<file path="config.mk">
export PLATFORM = sky130hd
export DESIGN_NAME = audio_adc_deserializer_flat
export DESIGN_NICKNAME = d
export VERILOG_FILES = /design/src/rtl/audio_adc_deserializer_if.sv /design/src/rtl/audio_adc_deserializer.sv /design/src/flat_wrapper.sv
export SDC_FILE = /design/constraint.sdc
export NUM_CORES = 1
export LEC_CHECK = 0
export ABC_AREA = 1
export CAP_MARGIN = 30
export CORE_MARGIN = 2
export CORE_UTILIZATION = 45
export CTS_BUF_LIST = sky130_fd_sc_hd__clkbuf_16
export CTS_CLUSTER_DIAMETER = 150
export CTS_CLUSTER_SIZE = 14
export DETAILED_ROUTE_END_ITERATION = 12
export HOLD_SLACK_MARGIN = 0.05
export PLACE_DENSITY_LB_ADDON = 0.05
export SLEW_MARGIN = 0
export SYNTH_ARGS = -nofsm -noshare
export SYNTH_HDL_FRONTEND = slang
export SYNTH_SLANG_ARGS = --single-unit
</file>
<file path="constraint.sdc">
create_clock -name clk -period 2.5 [get_ports clk]
set_input_delay 0.25 -clock clk [delete_from_list [all_inputs] [get_ports clk]]
set_output_delay 0.25 -clock clk [all_outputs]
set_load 0.01 [all_outputs]
</file>
<file path="src/rtl/audio_adc_deserializer_if.sv">
// Codec ADC serial inputs and parallel sample outputs of the deserializer.
// The master side is the deserializer; the slave side is the codec/consumer.
interface audio_adc_deserializer_if #(
    parameter int AUDIO_DATA_WIDTH = 24
);
    logic                        bclk;
    logic                        adclrck;
    logic                        adcdat;
    logic [AUDIO_DATA_WIDTH-1:0] left_sample;
    logic                        left_valid;
    logic [AUDIO_DATA_WIDTH-1:0] right_sample;
    logic                        right_valid;
    logic                        frame_error;

    modport master (
        input  bclk,
        input  adclrck,
        input  adcdat,
        output left_sample,
        output left_valid,
        output right_sample,
        output right_valid,
        output frame_error
    );

    modport slave (
        output bclk,
        output adclrck,
        output adcdat,
        input  left_sample,
        input  left_valid,
        input  right_sample,
        input  right_valid,
        input  frame_error
    );
endinterface

</file>
<file path="src/rtl/audio_adc_deserializer.sv">
// Codec ADC serial stream (I2S or left-justified) to parallel samples in clk.
// BCLK/LRCK/DAT are synchronized; BCLK rising edges are detected after sync.
module audio_adc_deserializer #(
    parameter int AUDIO_DATA_WIDTH = 24,
    parameter bit I2S_MODE         = 1'b1
) (
    input  logic                     clk,
    input  logic                     reset_n,
    audio_adc_deserializer_if.master bus
);
    localparam int W  = AUDIO_DATA_WIDTH;
    localparam int CW = $clog2(W + 1);
    localparam logic [CW-1:0] LAST = CW'(W - 1);
    localparam logic [CW-1:0] ONE  = CW'(1);

    typedef enum logic [1:0] {
        IDLE,
        SHIFT,
        HOLD
    } state_t;

    logic [2:0]    r_bclk_sync;
    logic [2:0]    r_lrck_sync;
    logic [2:0]    r_dat_sync;

    state_t        r_state;
    logic [W-1:0]  r_shift;
    logic [CW-1:0] r_cnt;
    logic          r_seen;
    logic          r_prev_lrck;
    logic          r_chan_left;
    logic [W-1:0]  r_word;
    logic          r_done_l;
    logic          r_done_r;
    logic [W-1:0]  r_left_sample;
    logic          r_left_valid;
    logic [W-1:0]  r_right_sample;
    logic          r_right_valid;
    logic          r_ferr;

    logic          w_bedge;
    logic          w_lrck;
    logic          w_dat;
    logic          w_event;
    logic          w_new_left;
    logic          w_last;
    logic [W-1:0]  w_shift_next;

    always_ff @(posedge clk or negedge reset_n) begin
        if (!reset_n) begin
            r_bclk_sync <= '0;
            r_lrck_sync <= '0;
            r_dat_sync  <= '0;
        end else begin
            r_bclk_sync <= {r_bclk_sync[1:0], bus.bclk};
            r_lrck_sync <= {r_lrck_sync[1:0], bus.adclrck};
            r_dat_sync  <= {r_dat_sync[1:0], bus.adcdat};
        end
    end

    assign w_bedge      = r_bclk_sync[1] & ~r_bclk_sync[2];
    assign w_lrck       = r_lrck_sync[2];
    assign w_dat        = r_dat_sync[2];
    // No LRCK history exists before the first edge after reset.
    assign w_event      = r_seen & (w_lrck != r_prev_lrck);
    assign w_new_left   = I2S_MODE ? ~w_lrck : w_lrck;
    assign w_last       = (r_cnt == LAST);
    assign w_shift_next = {r_shift[W-2:0], w_dat};

    always_ff @(posedge clk or negedge reset_n) begin
        if (!reset_n) begin
            r_state        <= IDLE;
            r_shift        <= '0;
            r_cnt          <= '0;
            r_seen         <= 1'b0;
            r_prev_lrck    <= 1'b0;
            r_chan_left    <= 1'b0;
            r_word         <= '0;
            r_done_l       <= 1'b0;
            r_done_r       <= 1'b0;
            r_left_sample  <= '0;
            r_left_valid   <= 1'b0;
            r_right_sample <= '0;
            r_right_valid  <= 1'b0;
            r_ferr         <= 1'b0;
        end else begin
            r_done_l      <= 1'b0;
            r_done_r      <= 1'b0;
            r_ferr        <= 1'b0;
            r_left_valid  <= r_done_l;
            r_right_valid <= r_done_r;
            if (r_done_l) r_left_sample <= r_word;
            if (r_done_r) r_right_sample <= r_word;

            if (w_bedge) begin
                r_seen      <= 1'b1;
                r_prev_lrck <= w_lrck;
                if (w_event) begin
                    r_chan_left <= w_new_left;
                    r_state     <= SHIFT;
                    if (I2S_MODE) begin
                        r_cnt <= '0;
                    end else begin
                        r_cnt   <= ONE;
                        r_shift <= w_shift_next;
                    end
                    // In I2S the old word's LSB can arrive on the LRCK edge.
                    if (r_state == SHIFT) begin
                        if (I2S_MODE && w_last) begin
                            r_word   <= w_shift_next;
                            r_done_l <= r_chan_left;
                            r_done_r <= ~r_chan_left;
                        end else begin
                            r_ferr <= 1'b1;
                        end
                    end
                end else begin
                    unique case (r_state)
                        SHIFT: begin
                            r_shift <= w_shift_next;
                            r_cnt   <= r_cnt + ONE;
                            if (w_last) begin
                                r_word   <= w_shift_next;
                                r_done_l <= r_chan_left;
                                r_done_r <= ~r_chan_left;
                                r_state  <= HOLD;
                            end
                        end
                        IDLE, HOLD: begin
                            r_state <= r_state;
                        end
                        default: r_state <= IDLE;
                    endcase
                end
            end
        end
    end

    assign bus.left_sample  = r_left_sample;
    assign bus.left_valid   = r_left_valid;
    assign bus.right_sample = r_right_sample;
    assign bus.right_valid  = r_right_valid;
    assign bus.frame_error  = r_ferr;
endmodule

</file>
<file path="src/flat_wrapper.sv">
// flat-port wrapper written by rule: the top's interface ports become plain ports
module audio_adc_deserializer_flat 
#(
    parameter int AUDIO_DATA_WIDTH = 24,
    parameter bit I2S_MODE         = 1'b1
)
  (clk, reset_n, bus_bclk, bus_adclrck, bus_adcdat, bus_left_sample, bus_left_valid, bus_right_sample, bus_right_valid, bus_frame_error);
  audio_adc_deserializer_if #(.AUDIO_DATA_WIDTH(AUDIO_DATA_WIDTH)) bus_i ();
  input  logic clk;
  input  logic reset_n;
  input wire logic [$bits(bus_i.bclk)-1:0] bus_bclk;
  input wire logic [$bits(bus_i.adclrck)-1:0] bus_adclrck;
  input wire logic [$bits(bus_i.adcdat)-1:0] bus_adcdat;
  output wire logic [$bits(bus_i.left_sample)-1:0] bus_left_sample;
  output wire logic [$bits(bus_i.left_valid)-1:0] bus_left_valid;
  output wire logic [$bits(bus_i.right_sample)-1:0] bus_right_sample;
  output wire logic [$bits(bus_i.right_valid)-1:0] bus_right_valid;
  output wire logic [$bits(bus_i.frame_error)-1:0] bus_frame_error;
  assign bus_i.bclk = bus_bclk;
  assign bus_i.adclrck = bus_adclrck;
  assign bus_i.adcdat = bus_adcdat;
  assign bus_left_sample = bus_i.left_sample;
  assign bus_left_valid = bus_i.left_valid;
  assign bus_right_sample = bus_i.right_sample;
  assign bus_right_valid = bus_i.right_valid;
  assign bus_frame_error = bus_i.frame_error;
  audio_adc_deserializer #(.AUDIO_DATA_WIDTH(AUDIO_DATA_WIDTH), .I2S_MODE(I2S_MODE)) u_core (.clk(clk), .reset_n(reset_n), .bus(bus_i));
endmodule
</file>
# Word-level counts from Yosys, hierarchy flattened
# Index checks and enable logic that the tools add are counted.
# classes
n_addsub	1
mul	0
div_mod_pow	0
order_cmp	0
eq_ne	6
n_shift	0
mux	15
n_bitwise	6
n_reduce_logical	8
# op_table
op	n
$mux 1	10
$mux 5	2
$reduce_and 3->1	3
$add 5x1->5 const B	1
$eq 5x5->1 const B	1
$mux 2	2
$not 1->1	4
$pmux 2 s2	1
$reduce_and 2->1	2
$ne 3x1->1 const B	1
$and 1x1->1	2
$eq 2x1->1 const B	1
$eq 2x2->1 const B	1
$logic_not 2->1	1
$ne 2x1->1 const B	1
$reduce_bool 2->1	1
$reduce_or 2->1	1
$ne 1x1->1	1
# totals
ff_bits	119
latchBits	0
ramBits	0
rom_bits	0
inputBits	5
output_inout_bits	51
word_cells	53
n_memories	0

# Logic depth before layout (Yosys ltp)
# Gate-level depths: netlist of run 1.
# depth
word_depth	5
ltp_mapped	8
ltp_nobuf	8

# Least setup slack after synthesis of run 1
# Ideal clock, no wire load.
# synth_timing
path_kind	flip-flop to flip-flop
from	register u_core.r_cnt[0]
to	register u_core.r_word[10]
setup_time_ns	0.118
t_arrival_ns	1.213
t_required_ns	2.382
setup_slack_ns	1.169
path_stages_with_launch	8
path_buffers	1
period_less_slack_ns	1.331
cell_sequence	dfrtp_1 ha_1 nand2_1 inv_2 nand2_2 nor2_8 buf_6 o21ai_2
# synth_via
elab_chain_len	2
# synth_rtl
item	line	rtl
start: declaration	audio_adc_deserializer.sv:28	logic [CW-1:0] r_cnt;
start signal: assignment	audio_adc_deserializer.sv:121	r_cnt <= r_cnt + ONE;
$eq 5x5->1	audio_adc_deserializer.sv:67	assign w_last = (r_cnt == LAST);
$reduce_and 3->1 (no source line)	n/a	
end signal: assignment	audio_adc_deserializer.sv:110	r_word <= w_shift_next;
end signal: assignment	audio_adc_deserializer.sv:123	r_word <= w_shift_next;
end: declaration	audio_adc_deserializer.sv:32	logic [W-1:0] r_word;
# No other way between the ends.
# A chain may end at the register's enable or synchronous reset.

# Worst setup path in the final report of run 1
# layout_timing
from	register u_core.r_cnt[0]
to	register u_core.r_word[14]
# The elaborated chain is that of the path after synthesis.

==> impl_metrics.ini, run 1 <==
[timing]
skew_ns = 0.00625
setup_viol = 0
final_hold_viol_count = 0
drv_slew = 0
rsz0062_at_grt = no
tightest_slew_ns = 0.761
fin_tns_setup_ns = 0
fmax_mhz = 604
min_period_over_period_pct = 66.2
slew_headroom_pct = 49.1
post-route-min-period_ns = 1.66
whs_ns = 0.298

[setup_path]
path_cells = ha_1 > nand2_1 > inv_2 > nand2_2 > nor2_8 > buf_12 > nand2_1 > o21ai_2
r2r_end = u_core.r_word[14]$_DFFE_PN0P_
cp_slowest_cell = dfrtp_1
crit_family = simple AND/OR/NAND/NOR gates
reg2reg_depth = 8
cp-startpoint = u_core.r_cnt[0]$_DFFE_PN0P_
arrival_ns = 1.98
r2r_slack_ns = 0.84
crit_fanout = 25
crit_type = flop to flop
worst-path-buf-inv = 2
end_kind = flop
reg2reg_from = u_core.r_cnt[0]$_DFFE_PN0P_
start_kind = flop
critPathRequiredTime_ns = 2.82
crit_path_frequent_cell = nand2_1
cp_slowest_stage_delay_ns = 0.40

[routing]
ant_nets = 0
routed_via_density = 4.67
drtIter0Drc = 132
drt_pass1_iterations = 4
vias = 3039
drt_wl_total_um = 7880
drc = 0
wire_per_inst_um = 12.1

[run_status]
status = finished, final reports clean

[yosys]
syn_inst = 443
syn_nets = 449
synth.ff_latch_count = 119
ys_warn_count = 0
synth_cell_types = 21
synth_area_mm2 = 0.00449
synth_area_per_cell_um2 = 10.1
yosysSeqAreaShare_pct = 66.3

[clock_tree]
cts_buffers = 17
clockBufferDepth = 2
cts_tree = built
cts_resized = 0
postCtsSetupBuffers = 0
h-tree-depth = 4
clk_latency_ns = 0.40
root_buffer = clkbuf_16
cts_hold_buf = 1
clkTransAtPathRegs_ns = 0.05
clock-sinks = 119

[cells_and_area]
final_cells = 651
finish.utilization_pct = 59.0
antenna_cells = 0
syn2layout_area_growth_pct = 27.8
final_cell_mix = nand2_1, dfrtp_1, clkdlybuf4s50_1
drive_gt1_share_pct = 12.2
finalNetCount = 512
final_common_cell = nand2_1

[worst_hold_path]
hold_start = bus_adcdat
min_path_cells = 1
hp-class = input pin to flop
holdPathEnd = u_core.r_dat_sync[0]$_DFF_PN0_

[floorplanning]
die_y_um = 104
die_w_um = 104
initial_utilization_pct = 46.2
core_mm2 = 0.00973
row_count = 36
dieArea_mm2 = 0.0108
floorplan.io_pins = 56

[placement]
place_hpwl_um = 4920
port_buffers = 55
place_inst = 619
gp_congestion = 0.710

[power_and_ir_drop]
p_leak_nw = 2.86
ir_drop_mv = 0.448
powerDensity_mw_per_mm2 = 792

[global_routing]
grt-ovfl-total = 0
grt_max_degree = 51
first_global_vias = 3067
grt_first_pass_wirelength_um = 14200
antenna_found_initial = 0
grt.total_usage_pct = 16.3

[job]
maxCapViolCount = 0
-- how the worst max path moves through the flow --
| stage | cells past startpoint | slack [ns] | endpoint |
|---|---|---|---|
| floorplan | 7 | 1.17 | u_core.r_word[10]$_DFFE_PN0P_ |
| global placement | 7 | 0.90 | u_core.r_word[22]$_DFFE_PN0P_ |
| detailed placement | 8 | 0.84 | u_core.r_word[15]$_DFFE_PN0P_ |
| CTS | 8 | 0.84 | u_core.r_word[14]$_DFFE_PN0P_ |
| global route | 6 | 0.64 | u_core.r_shift[8]$_DFFE_PN0P_ |
| finish | 8 | 0.84 | u_core.r_word[14]$_DFFE_PN0P_ |
-- sequential cells by signal, summed over array words and instances, names as in the netlist, 2 cells and up --
register                 flops
u_core.bus.left_sample      24
u_core.r_dat_sync            3
u_core.r_cnt                 5
u_core.r_state               2
u_core.r_bclk_sync           3
u_core.r_word               24
u_core.r_lrck_sync           3
u_core.bus.right_sample     24
u_core.r_shift              23
-- layer usage --
| layer | part of all wire [%] | vias up | track usage, % |
|---|---|---|---|
| met5 | 0 | - | 0 |
| met4 | 0.94 | 0 | 4.92 |
| met3 | 3.3 | 7 | 5.01 |
| met2 | 48 | 53 | 26.2 |
| met1 | 48 | 1454 | 21.5 |
| li1 | - | 1525 | - |
-- area by class of cell --
cell class | instances | area [µm²]
Tap cell | 133 | 166
Clock buffer | 17 | 425
Fill cell | 866 | 3990
Timing Repair Buffer | 62 | 641
Multi-Input combinational cell | 271 | 1270
Sequential cell | 119 | 2980
Inverter | 35 | 131
Clock inverter | 14 | 136
-- worst register-to-register path: stages, from the launching register on --
cell     delay (ns)
dfrtp_1        0.40
ha_1           0.23
nand2_1        0.08
inv_2          0.07
nand2_2        0.10
nor2_8         0.33
buf_12         0.23
nand2_1        0.09
o21ai_2        0.06
-- Yosys cell counts --
cell type	count	share of area, %
inv_2	3	0.25
nand2_2	1	0.14
buf_2	5	0.56
a21oi_1	41	4.6
nor2_1	50	4.2
buf_6	6	1.5
nand3_1	9	1.0
nand2_1	133	11
mux2_2	8	2.0
nand4_1	2	0.28
nor2_4	3	0.75
o21ai_2	10	1.9
ha_1	1	0.28
nor2_8	1	0.45
clkbuf_1	4	0.33
o21ai_0	8	0.89
nand2_4	1	0.25
o21ai_1	3	0.33
inv_1	32	2.7
buf_1	3	0.25
dfrtp_1	119	66
-- stage by stage --
stage	total power [W]	area [µm²]	worst slack, ns
2_1_floorplan	0.00224	4490	1.17
3_3_place_gp	0.00232	5170	0.904
3_5_place_dp	0.00233	5170	0.842
4_1_cts	0.00461	5740	0.836
5_1_grt	0.00475	5740	0.645
6_report	0.00455	5740	0.845
-- power by group --
| group | total, W | internal (W) | leakage [nW] | switching, W |
|---|---|---|---|---|
| Sequential | 0.00208 | 0.00201 | 1.62 | 0.0000673 |
| Combinational | 0.000213 | 0.0000701 | 0.978 | 0.000143 |
| Clock | 0.00226 | 0.00144 | 0.258 | 0.000816 |
-- kinds of logic (layout without fill, tap and decap cells) --
kind of cell    after synthesis  count (layout)  share of synthesized area (%)
simple gates                200             200                           18.2
fa+ha+maj                     1               1                          0.278
mux                           8               8                           2.00
flops                       119             119                           66.3
buf+inv                      53             128                           5.57
compound gates               62              62                           7.74
No activity file was read; power rests on OpenSTA's default activity.
==> inputs of run 2 (changes only) <==
==> constraint.sdc (replaced) <==
create_clock -name clk -period 1.66 [get_ports clk]
set_input_delay 0.166 -clock clk [delete_from_list [all_inputs] [get_ports clk]]
set_output_delay 0.166 -clock clk [all_outputs]
set_load 0.01 [all_outputs]
==> run 2 against run 1 <==
Clock skew rose by 0.0018 ns. Largest cell class unchanged. Critical path depth unchanged. Clock power increased by 48%. Count of clock-buffer cells in the layout unchanged.
==> impl_metrics.ini, run 2 (synthesis gave the netlist of run 1 again) <==
[run_status]
status = finished, final reports clean

[floorplanning]
floorplan.io_pins = 56
die_w_um = 104
initial_utilization_pct = 46.2
row_count = 36
dieArea_mm2 = 0.0108
die_y_um = 104
core_mm2 = 0.00973

[timing]
rsz0062_at_grt = no
tightest_slew_ns = 0.605
drv_slew = 0
final_hold_viol_count = 0
min_period_over_period_pct = 90.6
fmax_mhz = 665
post-route-min-period_ns = 1.50
slew_headroom_pct = 59.6
skew_ns = 0.00808
fin_tns_setup_ns = 0
setup_ws_ns = 0.155
setup_viol = 0

[global_routing]
grt.total_usage_pct = 17.6
grt_first_pass_wirelength_um = 15200
grt_max_degree = 41
antenna_found_initial = 0
first_global_vias = 3160
grt-ovfl-total = 0

[placement]
port_buffers = 55
dp_slack_ns = 0.133
placed_area_mm2 = 0.00527
gp_congestion = 0.704
place_inst = 623
place_hpwl_um = 5390

[clock_tree]
clock-sinks = 119
clockBufferDepth = 2
postCtsSetupBuffers = 0
cts_resized = 0
clkTransAtPathRegs_ns = 0.05
h-tree-depth = 4
cts_buffers = 17
cts_tree = built
clk_latency_ns = 0.40
root_buffer = clkbuf_16

[setup_path]
start_kind = flop
end_kind = flop
crit_fanout = 20
arrival_ns = 1.82
critPathRequiredTime_ns = 1.97
crit_type = flop to flop

[power_and_ir_drop]
power.clock.fraction_pct = 49.0
powerDensity_mw_per_mm2 = 1170
pwr-share-seq_pct = 45.9
p_leak_nw = 2.91
power.switching_w = 0.00153
ir_drop_mv = 0.641
pwr-share-comb_pct = 5.2
switching_share_pct = 22.4
p_int_w = 0.00530

[routing]
drt_pass1_iterations = 4
ant_nets = 0
vias = 3126
drc = 0
routed_via_density = 4.77
wire_per_inst_um = 13.0
drt_wl_total_um = 8530
drtIter0Drc = 125

[cells_and_area]
final_cells = 655
final_area_mm2 = 0.00582
antenna_cells = 0
final_common_cell = nand2_1
finalNetCount = 516
syn2layout_area_growth_pct = 29.5
drive_gt1_share_pct = 12.3
final_cell_mix = nand2_1, dfrtp_1, clkdlybuf4s50_1

[job]
maxCapViolCount = 0

[worst_hold_path]
hp-class = input pin to flop
==> run 2: final cells by class <==
type,count,area (µm²)
clock buffer,17,425
multi-input combinational,271,1270
sequential,119,2980
timing repair buffer,66,733
tap,133,166
clock inverter,14,119
fill,877,3910
inverter,35,131
==> run 2: power groups by stage <==
stage               clock network (W)  logic [W]  registers, W
finish                        0.00334   0.000352       0.00313
global route                  0.00356   0.000416       0.00314
CTS                           0.00342   0.000362       0.00313
detailed placement                  0   0.000357       0.00318
global placement                    0   0.000349       0.00317
floorplan                           0   0.000216       0.00315
==> run 2: repair_timing <==
action	CTS	global route
setup endpoints to repair	0	1
hold buffers	1	0
hold endpoints to repair	33	0
==> run 2: through the flow <==
stage / total power, W / util, % / hold WS (ns)
2_1_floorplan: 0.00337 / - / -0.130
3_3_place_gp: 0.00352 / 54.1 / 0.172
3_5_place_dp: 0.00353 / 54.1 / 0.182
4_1_cts: 0.00691 / 59.8 / 0.193
5_1_grt: 0.00712 / 59.8 / 0.192
6_report: 0.00683 / 59.8 / 0.208
==> run 2: worst max-delay path, cell delays in order (launching register included) <==
cell and delay [ns]:
dfrtp_1 0.40, ha_1 0.22, nand2_1 0.08, inv_2 0.07
nand2_2 0.09, nor2_8 0.22, buf_12 0.20, nand2_1 0.06
o21ai_0 0.07
==> run 2: final timing paths <==
| kind | from | to | slack, ns | depth (start not counted) |
|---|---|---|---|---|
| max | u_core.r_cnt[0]$_DFFE_PN0P_ | u_core.r_word[23]$_DFFE_PN0P_ | 0.16 | 8 |
| min | bus_adclrck | u_core.r_lrck_sync[0]$_DFF_PN0_ | 0.21 | 1 |
| max reg2reg | u_core.r_cnt[0]$_DFFE_PN0P_ | u_core.r_word[23]$_DFFE_PN0P_ | 0.16 | 8 |
| min reg2reg | u_core.r_bclk_sync[0]$_DFF_PN0_ | u_core.r_bclk_sync[1]$_DFF_PN0_ | 0.35 | 0 |
| max in group asynchronous | reset_n | u_core.bus.right_sample[13]$_DFFE_PN0P_ | 0.75 | 3 |
| min in group asynchronous | reset_n | u_core.bus.left_sample[1]$_DFFE_PN0P_ | 0.29 | 2 |
==> run 2: per-layer routing <==
metal	vias to the layer above	part of all wire (%)	track usage [%]
li1	1532	-	-
met1	1529	48	24.0
met2	57	48	26.9
met3	8	3.1	5.51
met4	0	0.69	6.08
met5	-	0	0
==> RTL edit 1: new RTL, flow settings as in run 1 <==
The 3 states of `state_t` get a one-hot encoding in 3 bits.
--- a/src/rtl/audio_adc_deserializer.sv
+++ b/src/rtl/audio_adc_deserializer.sv
@@ -13,10 +13,10 @@
     localparam logic [CW-1:0] LAST = CW'(W - 1);
     localparam logic [CW-1:0] ONE  = CW'(1);
 
-    typedef enum logic [1:0] {
-        IDLE,
-        SHIFT,
-        HOLD
+    typedef enum logic [2:0] {
+        IDLE  = 3'b001,
+        SHIFT = 3'b010,
+        HOLD  = 3'b100
     } state_t;
 
     logic [2:0]    r_bclk_sync;
Behaviour: no difference found for any inputs over 10 cycles, from zero or initial values and one cycle with reset_n low; not proved beyond that.
==> RTL edit 1 against run 1 <==
  * Count of clock-buffer cells in the layout did not move
  * Worst setup slack got worse by 0.24 ns
  * Via count decreased by 9.5%
  * Total power is 6.4% higher
  * Synthesized area is 0.17% lower
  * Routed wire length shrank 2.5%
  * Critical path depth shrank 1
  * Sequential cell count rose by 1
  * Design area increased by 1.1%
  * Critical path type unchanged
  * Critical endpoint is now u_core.r_word[1]
  * Highest routed layer unchanged
==> RTL edit 1: results (changes against run 1) <==
grt_usage: 0.160  # -0.00358
drive_gt1_frac: 0.222  # +0.100
synth.distinct_cells: 23  # +9.5%
max-slew-margin-rel: 0.534  # +0.0427
ff2ff_path_depth: 7  # -1
viasPerCell: 4.71  # +0.91%
netlist_instances: 372  # -16%
pwr_density_cell_nw_per_um2: 834  # +5.2%
synth-xor-area-share: 0.00586  # +0.00586
drt_iter0_drc: 75  # -43%
inverters_excl_clock: 34  # -2.9%
layout.nonclk_buf_frac: 0.109  # -0.00211
clk-power_mw: 2.47  # +9.3%
multi_input_cells: 202  # -25%
dp_cells: 551  # -11%
grt_pass1_wl_um: 13500  # -5.1%
comb_power_mw: 0.293  # +38%
ys_seq_area_frac: 0.670  # +0.00696
fillers: 816  # -5.8%
dpl_worst_slack_ns: 0.606  # -0.237 ns
regToRegSetupSlack_ns: 0.60  # -0.24 ns
status: "finished, final reports clean"
cp_data_arrival_time_ns: 2.22  # +0.24 ns
synth_fp_nets: 378  # -16%
grt_max_degree: 53  # +3.9%
fin_skew_ns: 0.0228  # +0.0166 ns
synth.area.mux_share: 0.120  # +0.100
ir_drop_v: 0.000467  # +4.2%
routed_wl_um: 7680  # -2.5%
wl_per_cell_um: 13.2  # +8.6%
post-route-period-util: 0.760  # +0.0977
nonClockBufferCount: 63  # +1.6%
critPathSlowestCell: "nand2_2"
multi_input_area_share: 0.218  # -0.00247
clock_sinks: 120  # +0.84%
synthTopCellsByArea: "dfrtp_1, mux2_2, nand2_1, o21ai_0, inv_1"
holdWs_ns: 0.276  # -0.0219 ns
## RTL edit 1: cell types whose count changed in the layout (fill, tap and decap cells not counted), sizes merged, moves of 2 or more
cell	change
a21oi	-41
nand3	-2
xor2	+2
mux2	+40
nand2	-61
clkinvlp	-3
clkinv	+2
nor2	-42
o21ai	+33
bufinv	+2
## RTL edit 1: worst paths after layout
kind                                            start                          end
max in group asynchronous                     reset_n  u_core.bus.right_sample[22]
worst min-delay path                       bus_adcdat         u_core.r_dat_sync[0]
worst max-delay path                  u_core.r_cnt[0]             u_core.r_word[1]
min in group asynchronous                     reset_n    u_core.bus.left_sample[6]
worst min register to register  u_core.r_bclk_sync[0]        u_core.r_bclk_sync[1]
worst max register to register        u_core.r_cnt[0]             u_core.r_word[1]
## RTL edit 1: layer usage
layer	wire [um]	up-vias	global-route usage
li1	-	1341	-
met1	3650	1356	0.206
met2	3670	48	0.242
met3	287	6	0.0564
met4	70	0	0.0753
met5	0	-	0
==> RTL edit 2: new RTL, flow settings as in run 1 <==
Made on the original files. `AUDIO_DATA_WIDTH` is set to 24 in 3 places; all go to 12.
--- a/src/rtl/audio_adc_deserializer_if.sv
+++ b/src/rtl/audio_adc_deserializer_if.sv
@@ -1,7 +1,7 @@
 // Codec ADC serial inputs and parallel sample outputs of the deserializer.
 // The master side is the deserializer; the slave side is the codec/consumer.
 interface audio_adc_deserializer_if #(
-    parameter int AUDIO_DATA_WIDTH = 24
+    parameter int AUDIO_DATA_WIDTH = 12
 );
     logic                        bclk;
     logic                        adclrck;
--- a/src/rtl/audio_adc_deserializer.sv
+++ b/src/rtl/audio_adc_deserializer.sv
@@ -1,7 +1,7 @@
 // Codec ADC serial stream (I2S or left-justified) to parallel samples in clk.
 // BCLK/LRCK/DAT are synchronized; BCLK rising edges are detected after sync.
 module audio_adc_deserializer #(
-    parameter int AUDIO_DATA_WIDTH = 24,
+    parameter int AUDIO_DATA_WIDTH = 12,
     parameter bit I2S_MODE         = 1'b1
 ) (
     input  logic                     clk,
--- a/src/flat_wrapper.sv
+++ b/src/flat_wrapper.sv
@@ -1,7 +1,7 @@
 // flat-port wrapper written by rule: the top's interface ports become plain ports
 module audio_adc_deserializer_flat 
 #(
-    parameter int AUDIO_DATA_WIDTH = 24,
+    parameter int AUDIO_DATA_WIDTH = 12,
     parameter bit I2S_MODE         = 1'b1
 )
   (clk, reset_n, bus_bclk, bus_adclrck, bus_adcdat, bus_left_sample, bus_left_valid, bus_right_sample, bus_right_valid, bus_frame_error);
Interface: changed (resized bus_left_sample and bus_right_sample); port bits go from 56 to 32. No check against the original RTL was run, so the function may have changed too.
==> RTL edit 2 against run 1 <==
  * Synthesized cell count shrank 50%
  * First-iteration DRC count shrank 29%
  * Synthesized area shrank 39%
  * Clock skew is essentially flat
  * Largest power group is now registers
  * Sequential cell count shrank 49
  * Combinational power shrank 12%
  * Critical endpoint is now bus_left_sample[9]
  * Total power shrank 45%
  * Critical path depth shrank 7
  * Design area shrank 41%
  * Routed wire length shrank 46%
  * Cell count shrank 48%
  * Global-route usage shrank 0.74 points
  * Worst setup slack gained 0.19 ns
==> RTL edit 2: results (changes against run 1) <==
status: "finished, final reports clean"
p_leak_nw: 1.65  # -42%
route.met2.wl_um: 1840  # -51%
inverters_excl_clock: 22  # -37%
max-slew-margin-rel: 0.560  # +0.0689
grt_use_met3: 0.0402  # -0.00991
vias: 1613  # -47%
portBuffers: 31  # -44%
r2r_end: "u_core.r_word[1]"
critical-path-max-stage-delay_ns: 0.54  # +0.14 ns
grtUsageMet1: 0.213  # -0.00213
min-delay-start: "u_core.r_bclk_sync[0]"
whs_endpoint: "u_core.r_bclk_sync[1]"
dpl_worst_slack_ns: 1.13  # +0.286 ns
crit_path_start: "u_core.bus.left_sample[9]"
synthTopCellsByArea: "dfrtp_1, mux2_2, o21ai_2, nand2_1, inv_1"
fillers: 516  # -40%
place_congestion: 0.731  # +2.9%
grt_max_degree: 71  # +39%
clkCellAreaFrac: 0.0738  # -0.0240
synth_seq_cells: 70  # -41%
hold_path.class: "reg2reg"
crit_end: "bus_left_sample[9]"
ff2ff_path_depth: 6  # -2
routed_wl_um: 4260  # -46%
cts_max_level: 3  # -1
grt_pass1_vias: 1614  # -47%
layout.nonclk_buf_frac: 0.0994  # -0.0121
postLayoutCellArea_um2: 3370  # -41%
clk_latency_ns: 0.32  # -0.08 ns
dp_hpwl_um: 2690  # -45%
crit_fanout: 2  # -92%
grt_usage: 0.156  # -0.00742
drt_iter0_drc: 94  # -29%
fin_skew_ns: 0.00638  # +0.000122 ns
synth_commonest_cells: "dfrtp_1, nand2_1, mux2_2"
==> RTL edit 2: cell count changes after synthesis, moves of 12 or more <==
cell / run 1 / this run
nor2_1: 50 / 5
a21oi_1: 41 / 1
o21ai_2: 10 / 22
inv_1: 32 / 20
dfrtp_1: 119 / 70
mux2_2: 8 / 24
nand2_1: 133 / 42
==> RTL edit 2: power groups by stage <==
| stage | Sequential [mW] | Clock (mW) | Combinational (mW) |
|---|---|---|---|
| 3_5_place_dp | 1.26 | 0 | 0.192 |
| 6_report | 1.24 | 1.06 | 0.188 |
| 2_1_floorplan | 1.25 | 0 | 0.140 |
| 4_1_cts | 1.24 | 1.09 | 0.195 |
| 3_3_place_gp | 1.25 | 0 | 0.190 |
| 5_1_grt | 1.25 | 1.14 | 0.221 |
==> RTL edit 2: through the flow <==
stage               hold WS (ns)  std cells
floorplan                -0.0456        220
global placement           0.306        321
detailed placement         0.306        321
CTS                        0.347        337
global route               0.352        337
finish                     0.345        337
